### config.mk
export PLATFORM = sky130hd
export DESIGN_NAME = fifo_burst_drain
export DESIGN_NICKNAME = d
export VERILOG_FILES = /design/src/rtl/fifo_pkg.sv /design/src/rtl/drain_skid_buf.sv /design/src/rtl/fifo_burst_drain.sv
export SDC_FILE = /design/constraint.sdc
export NUM_CORES = 1
export LEC_CHECK = 0
export BUFFER_PORTS_ARGS = -buffer_cell sky130_fd_sc_hd__buf_4
export CAP_MARGIN = 5
export CORE_ASPECT_RATIO = 0.6
export CORE_UTILIZATION = 45
export DETAILED_ROUTE_END_ITERATION = 8
export PLACE_DENSITY = 0.69
export SYNTH_ARGS = -nofsm -noshare
export SYNTH_HDL_FRONTEND = slang
export SYNTH_SLANG_ARGS = --single-unit
### constraint.sdc
create_clock -name clk -period 4.1 [get_ports clk]
set_clock_uncertainty 0.05 [all_clocks]
set_input_delay 0 -clock clk [delete_from_list [all_inputs] [get_ports clk]]
set_output_delay 0 -clock clk [all_outputs]
set_load 0.05 [all_outputs]
### src/rtl/fifo_pkg.sv
// Shared definitions for the FIFO drain slice: default word width and a
// counter-width helper used to size the beat and idle counters.
package fifo_pkg;

  localparam int DATA_WIDTH_DEF = 8;

  // Bits needed to hold values 0..max_val, never less than one.
  function automatic int cnt_width(input int max_val);
    if (max_val < 32'sd2) begin
      return 32'sd1;
    end else begin
      return $clog2(max_val + 32'sd1);
    end
  endfunction

endpackage

### src/rtl/drain_skid_buf.sv
// Two-entry holding buffer between the FIFO read port and the burst output.
// Pushes land in the first free entry; a simultaneous push and pop shifts.
module drain_skid_buf
  import fifo_pkg::*;
#(
  parameter int DATA_WIDTH = DATA_WIDTH_DEF
) (
  input  logic                  clk,
  input  logic                  rst,
  input  logic                  push,
  input  logic [DATA_WIDTH-1:0] push_data,
  input  logic                  pop,
  output logic [DATA_WIDTH-1:0] head,
  output logic [1:0]            occ
);

  logic [DATA_WIDTH-1:0] head_r;
  logic [DATA_WIDTH-1:0] tail_r;
  logic [1:0]            occ_r;

  // Entry storage and occupancy; callers never push into a full buffer.
  always_ff @(posedge clk) begin
    if (rst) begin
      head_r <= {DATA_WIDTH{1'b0}};
      tail_r <= {DATA_WIDTH{1'b0}};
      occ_r  <= 2'd0;
    end else begin
      case ({push, pop})
        2'b10: begin
          if (occ_r == 2'd0) begin
            head_r <= push_data;
            occ_r  <= 2'd1;
          end else begin
            tail_r <= push_data;
            occ_r  <= 2'd2;
          end
        end
        2'b01: begin
          head_r <= tail_r;
          tail_r <= {DATA_WIDTH{1'b0}};
          occ_r  <= occ_r - 2'd1;
        end
        2'b11: begin
          if (occ_r == 2'd1) begin
            head_r <= push_data;
          end else begin
            head_r <= tail_r;
            tail_r <= push_data;
          end
        end
        default: begin
          occ_r <= occ_r;
        end
      endcase
    end
  end

  assign head = head_r;
  assign occ  = occ_r;

endmodule

### src/rtl/fifo_burst_drain.sv
// Pops words from a synchronous FIFO and re-emits them as fixed-length
// valid/ready bursts; an idle timeout closes a partial burst.
module fifo_burst_drain
  import fifo_pkg::*;
#(
  parameter int DATA_WIDTH = DATA_WIDTH_DEF,
  parameter int BURST_LEN  = 4,
  parameter int TIMEOUT    = 16
) (
  input  logic                  clk,
  input  logic                  rst,
  input  logic                  fifo_empty,
  input  logic [DATA_WIDTH-1:0] fifo_rdata,
  output logic                  fifo_re,
  output logic                  m_valid,
  input  logic                  m_ready,
  output logic [DATA_WIDTH-1:0] m_data,
  output logic                  m_last,
  output logic                  busy
);

  localparam int BCW = cnt_width(BURST_LEN - 1);
  localparam int ICW = cnt_width(TIMEOUT);
  localparam logic [BCW-1:0] BEAT_MAX = BCW'(BURST_LEN - 1);
  localparam logic [ICW-1:0] IDLE_MAX = ICW'(TIMEOUT - 1);
  localparam logic [ICW-1:0] IDLE_TOP = ICW'(TIMEOUT);

  logic                  inflight_r;
  logic [BCW-1:0]        beat_cnt_r;
  logic [ICW-1:0]        idle_cnt_r;
  logic                  flush_r;

  logic [DATA_WIDTH-1:0] head_s;
  logic [1:0]            occ_s;
  logic                  has_word_s;
  logic                  at_end_s;
  logic                  re_s;
  logic                  valid_s;
  logic                  last_s;
  logic                  xfer_s;
  logic                  idle_inc_s;

  drain_skid_buf #(
    .DATA_WIDTH(DATA_WIDTH)
  ) u_buf (
    .clk       (clk),
    .rst       (rst),
    .push      (inflight_r),
    .push_data (fifo_rdata),
    .pop       (xfer_s),
    .head      (head_s),
    .occ       (occ_s)
  );

  // Read issue, hold-back presentation and idle detection, all from registers.
  always_comb begin
    has_word_s = (occ_s != 2'd0);
    at_end_s   = (beat_cnt_r == BEAT_MAX);
    // One read outstanding at most, so the lagging empty flag is always seen.
    re_s       = !rst && !fifo_empty && !inflight_r && (occ_s != 2'd2);
    // A lone word is held back unless it must end the burst.
    valid_s    = !rst && has_word_s && ((occ_s == 2'd2) || at_end_s || flush_r);
    last_s     = valid_s && (at_end_s || (flush_r && (occ_s == 2'd1) && !inflight_r));
    xfer_s     = valid_s && m_ready;
    idle_inc_s = (occ_s == 2'd1) && !inflight_r && fifo_empty && !valid_s;
  end

  // Read tracking, beat position, idle timer and flush request.
  always_ff @(posedge clk) begin
    if (rst) begin
      inflight_r <= 1'b0;
      beat_cnt_r <= {BCW{1'b0}};
      idle_cnt_r <= {ICW{1'b0}};
      flush_r    <= 1'b0;
    end else begin
      inflight_r <= re_s;

      if (xfer_s) begin
        beat_cnt_r <= last_s ? {BCW{1'b0}} : beat_cnt_r + BCW'(1'b1);
      end else begin
        beat_cnt_r <= beat_cnt_r;
      end

      if (xfer_s && last_s) begin
        flush_r <= 1'b0;
      end else if (idle_inc_s && (idle_cnt_r == IDLE_MAX)) begin
        flush_r <= 1'b1;
      end else begin
        flush_r <= flush_r;
      end

      if (re_s || xfer_s) begin
        idle_cnt_r <= {ICW{1'b0}};
      end else if (idle_inc_s && (idle_cnt_r != IDLE_TOP)) begin
        idle_cnt_r <= idle_cnt_r + ICW'(1'b1);
      end else begin
        idle_cnt_r <= idle_cnt_r;
      end
    end
  end

  assign fifo_re = re_s;
  assign m_valid = valid_s;
  assign m_last  = last_s;
  assign m_data  = (!rst && has_word_s) ? head_s : {DATA_WIDTH{1'b0}};
  assign busy    = !rst && ((beat_cnt_r != {BCW{1'b0}}) || has_word_s || inflight_r);

endmodule

==> summary.md <==
| Metric | Value |
|---|---|
| Mapped Nets | 190 |
| Status | finished, final reports clean |
| Crit Path Class | register to register |
| CP Launch Type | register |
| Port bufs | 23 |
| Gpl congestion | between 0.8 and 0.9 |
| Cts hold-fix bufs | 9 |
| Mapped Cells | ~170 |
| DPL Wire Length | 2.417 mm |
| Slew HR | 0.6566 |
| Comb pwr share | 0.165 |
| Worst path arrival time | 3.01 ns |
| Clk sinks | 27 |
| Worst slew pin tran | between 0.5 and 0.6 ns |
| Die Height | around 45 um |
| Post-DR wirelength/cell | 14.24 um |
| Die W | between 70 and 80 um |
| RSZ-0062 raised after global routing | false |
| Synth Warn # | 0 |
| CTS tree | built |
| Initial core utilization | 0.4842 |
| Placed Instance Area | approximately 1600 sq um |
| Pleak | roughly 0.00071 uW |
| Postcts setup bufs | 0 |
| Final Critical Period | about 2.9 ns |
| Antenna Nets Post-Route | 0 |
| Synth cell types | 32 |
| Pwr/cell area | slightly below 300 nW/um^2 |
| Net switching power | 143.2 uW |
| Diodes inserted | 0 |
| Syn Area/Cell | around 8.5 sq um |
| Clk pin slew, worst setup/hold paths | ~0.1 ns |
| Number of synthesized register bits | 27 |
| CP Data Required Time | approximately 4.3 ns |
| Share of layout cells above drive strength 1 | 0.1726 |
| Max IR drop VDD | 124.3 uV |
| Largest fanout on the critical path | 13 |
| Final slew viol count | 0 |
| Worst r2r src | u_buf.occ[0]$_SDFFE_PP0P_ |
| Post-Route Setup TNS | 0 ns |
| H-tree depth | 1 |
| Area Growth Syn to Fin | 24.80% |
| MaxCap Viol Count | 0 |
| CP startpoint | u_buf.occ[0]$_SDFFE_PP0P_ |
| Root Driver | clkbuf_8 |
| Gr usage total | 0.2184 |
| Worst hold-check path type | input pin to register |
| Clock power share | 0.297 |
| Total grt overflow | 0 |
| Final Cell Area | around 1800 sq um |
| Endpoint type of the worst setup path | register |
| Vias | 1,272 |
| Drt pass-1 iters | 4 |
| Core Area | between 2000 and 3000 sq um |
| Cts bufs inserted | 3 |
| Worst skew pair latency | 0.28 ns |
| IO Pins | 24 |
| Vias in the first global route | ~1.1k |
| Max incr delay on CP | between 0.4 and 0.5 ns |
| Largest net degree at the start of global routing | 27 |
| Die ar. | 3386 sq um |
| Initial DRC count | between 70 and 80 |
| Setup violators final | 0 |
| F_max | between 300 and 400 MHz |
| CP bufs+invs | 2 |
| Worst path cell trace | inv_1 > ha_1 > or3_4 > nand3_1 > inv_1 > ha_1 > o21ai_1 > a22oi_1 > a211oi_1 |
| Synthesized area | 1418 sq um |
| Final Hold Fails | 0 |
| Internal Power | between 300 and 400 uW |
| Initial antenna violation count | 0 |
| First-pass GRT wire length | about 5.3 mm |
| HP Start | rst |
| Slowest CP cell | o21ai_1 |
| Drt via density | 5.322 |
| Sw Ratio | 0.2734 |
| Row cnt | 15 |
| Seq pwr share | 0.538 |
| Seq/Total Area, Yosys | 0.3813 |
| Cell family with most CP delay | compound AO/OA/AOI/OAI gates |
| Residual DRC | 0 |
| Resize count post-CTS | 0 |
| Total Wirelength | around 3.4 mm |
| Period Utilization, post-route | 0.6971 |
| Nets@finish | between 200 and 250 |
| Max Root-Sink Buffers | 2 |
[worst reg2reg max path, stage by stage, from the launching register on]
cell	delay, ns
dfxtp_1	0.37
inv_1	0.07
ha_1	0.23
or3_4	0.41
nand3_1	0.23
inv_1	0.14
ha_1	0.35
o21ai_1	0.48
a22oi_1	0.21
a211oi_1	0.25
[stage by stage]
stage	util	hold WS, ns	instances	worst slack, ns	total power, uW
2_1_floorplan	-	0.02708	166	1.030	339.0
3_3_place_gp	0.5568	0.1413	226	1.386	363.9
3_5_place_dp	0.5568	0.1410	226	1.276	365.2
4_1_cts	0.6043	0.02691	239	1.265	529.1
5_1_grt	0.6043	0.03630	239	1.008	548.0
6_report	0.6043	0.02984	239	1.242	523.7
[cell families (layout without fill, tap and decap cells)]
family | Yosys count | in the layout | synth area share
AND/OR/NAND/NOR | 62 | 62 | 0.2348
AO/OA/AOI/OAI | 43 | 43 | 0.2056
flip-flops | 27 | 27 | 0.3813
buffers and inverters | 19 | 50 | 0.05118
adder cells (fa/ha/maj) | 12 | 12 | 0.1059
multiplexers | 2 | 2 | 0.01500
XOR/XNOR | 1 | 1 | 0.006179
[Yosys cell counts]
| cell type | n | area share |
|---|---|---|
| or3_1 | 1 | 0.0044 |
| xnor2_1 | 1 | 0.0062 |
| or3_4 | 1 | 0.0079 |
| nand3_1 | 3 | 0.011 |
| nand3b_1 | 10 | 0.053 |
| nand2_1 | 12 | 0.032 |
| a21oi_1 | 17 | 0.060 |
| a31oi_1 | 2 | 0.0088 |
| o21ai_1 | 1 | 0.0035 |
| and3_1 | 1 | 0.0044 |
| and2_1 | 9 | 0.040 |
| a22oi_1 | 8 | 0.042 |
| a21o_1 | 1 | 0.0053 |
| ha_1 | 12 | 0.11 |
| o21ai_0 | 1 | 0.0035 |
| a211oi_4 | 1 | 0.014 |
| a311o_2 | 1 | 0.0079 |
| nor2_1 | 17 | 0.045 |
| inv_1 | 12 | 0.032 |
| buf_2 | 1 | 0.0035 |
| and2_2 | 1 | 0.0053 |
| a21bo_2 | 1 | 0.0071 |
| nor3_1 | 1 | 0.0035 |
| dfxtp_1 | 27 | 0.38 |
| nor2b_1 | 2 | 0.0088 |
| mux2i_1 | 1 | 0.0071 |
| nor4_1 | 2 | 0.0088 |
| nand4_1 | 1 | 0.0044 |
| nor4bb_1 | 1 | 0.0071 |
| clkbuf_1 | 6 | 0.016 |
| mux2_1 | 1 | 0.0079 |
| a211oi_1 | 10 | 0.053 |
[flip-flops by register name, summed over array words and instances, names as in the netlist]
signal,count
beat_cnt_r,2
u_buf.occ,2
flush_r,1
u_buf.head,8
inflight_r,1
idle_cnt_r,5
u_buf.tail_r,8
[path summary, 6_finish.rpt]
check	to	slack, ns	cells past startpoint
setup / recovery	u_buf.head[2]$_SDFFE_PP0P_	1.24	9
hold / removal	u_buf.tail_r[6]$_SDFFE_PP0P_	0.03	2
setup reg to reg	u_buf.head[2]$_SDFFE_PP0P_	1.24	9
hold reg to reg	u_buf.tail_r[3]$_SDFFE_PP0P_	0.41	2
[layout by cell type, fill, tap and decap left out]
cell / count
a311o_2: 1
dlygate4sd3_1: 9
a21o_1: 1
clkbuf_8: 3
and2_1: 9
ha_1: 12
buf_4: 25
nand2_1: 12
nor3_1: 1
nor2b_1: 2
xnor2_1: 1
a22oi_1: 8
o21ai_0: 1
nand3b_1: 10
and2_2: 1
dfxtp_1: 27
or3_4: 1
a31oi_1: 2
nor4bb_1: 1
clkinvlp_4: 1
o21ai_1: 1
nor2_1: 17
a211oi_4: 1
and3_1: 1
nand3_1: 3
or3_1: 1
mux2i_1: 1
nand4_1: 1
mux2_1: 1
a211oi_1: 10
nor4_1: 2
a21oi_1: 17
a21bo_2: 1
inv_1: 12
[area by class of cell]
type	count	area, sq um
Fill cell	276	1159
Multi-Input combinational cell	120	804.5
Sequential cell	27	540.5
Timing Repair Buffer	34	277.8
Tap cell	42	52.55
Inverter	12	45.04
Clock buffer	3	41.29
Clock inverter	1	7.507
[power by group through the flow]
stage                     sequential (uW)  combinational [uW]  clock, uW
after CTS                             282                85.3        162
after global placement                288                76.4          0
after global routing                  283                94.4        170
final                                 282                86.5        156
after detailed placement              288                77.5          0
after floorplan                       285                53.8          0
[routing by layer]
layer  part of all wire  global-route usage  vias up
li1                   -                   -      644
met1               0.48              0.2966      581
met2               0.43              0.3225       41
met3              0.066             0.06416        6
met4              0.018             0.09811        0
met5                  0                   0        -
Power figures use the tool's default switching activity.
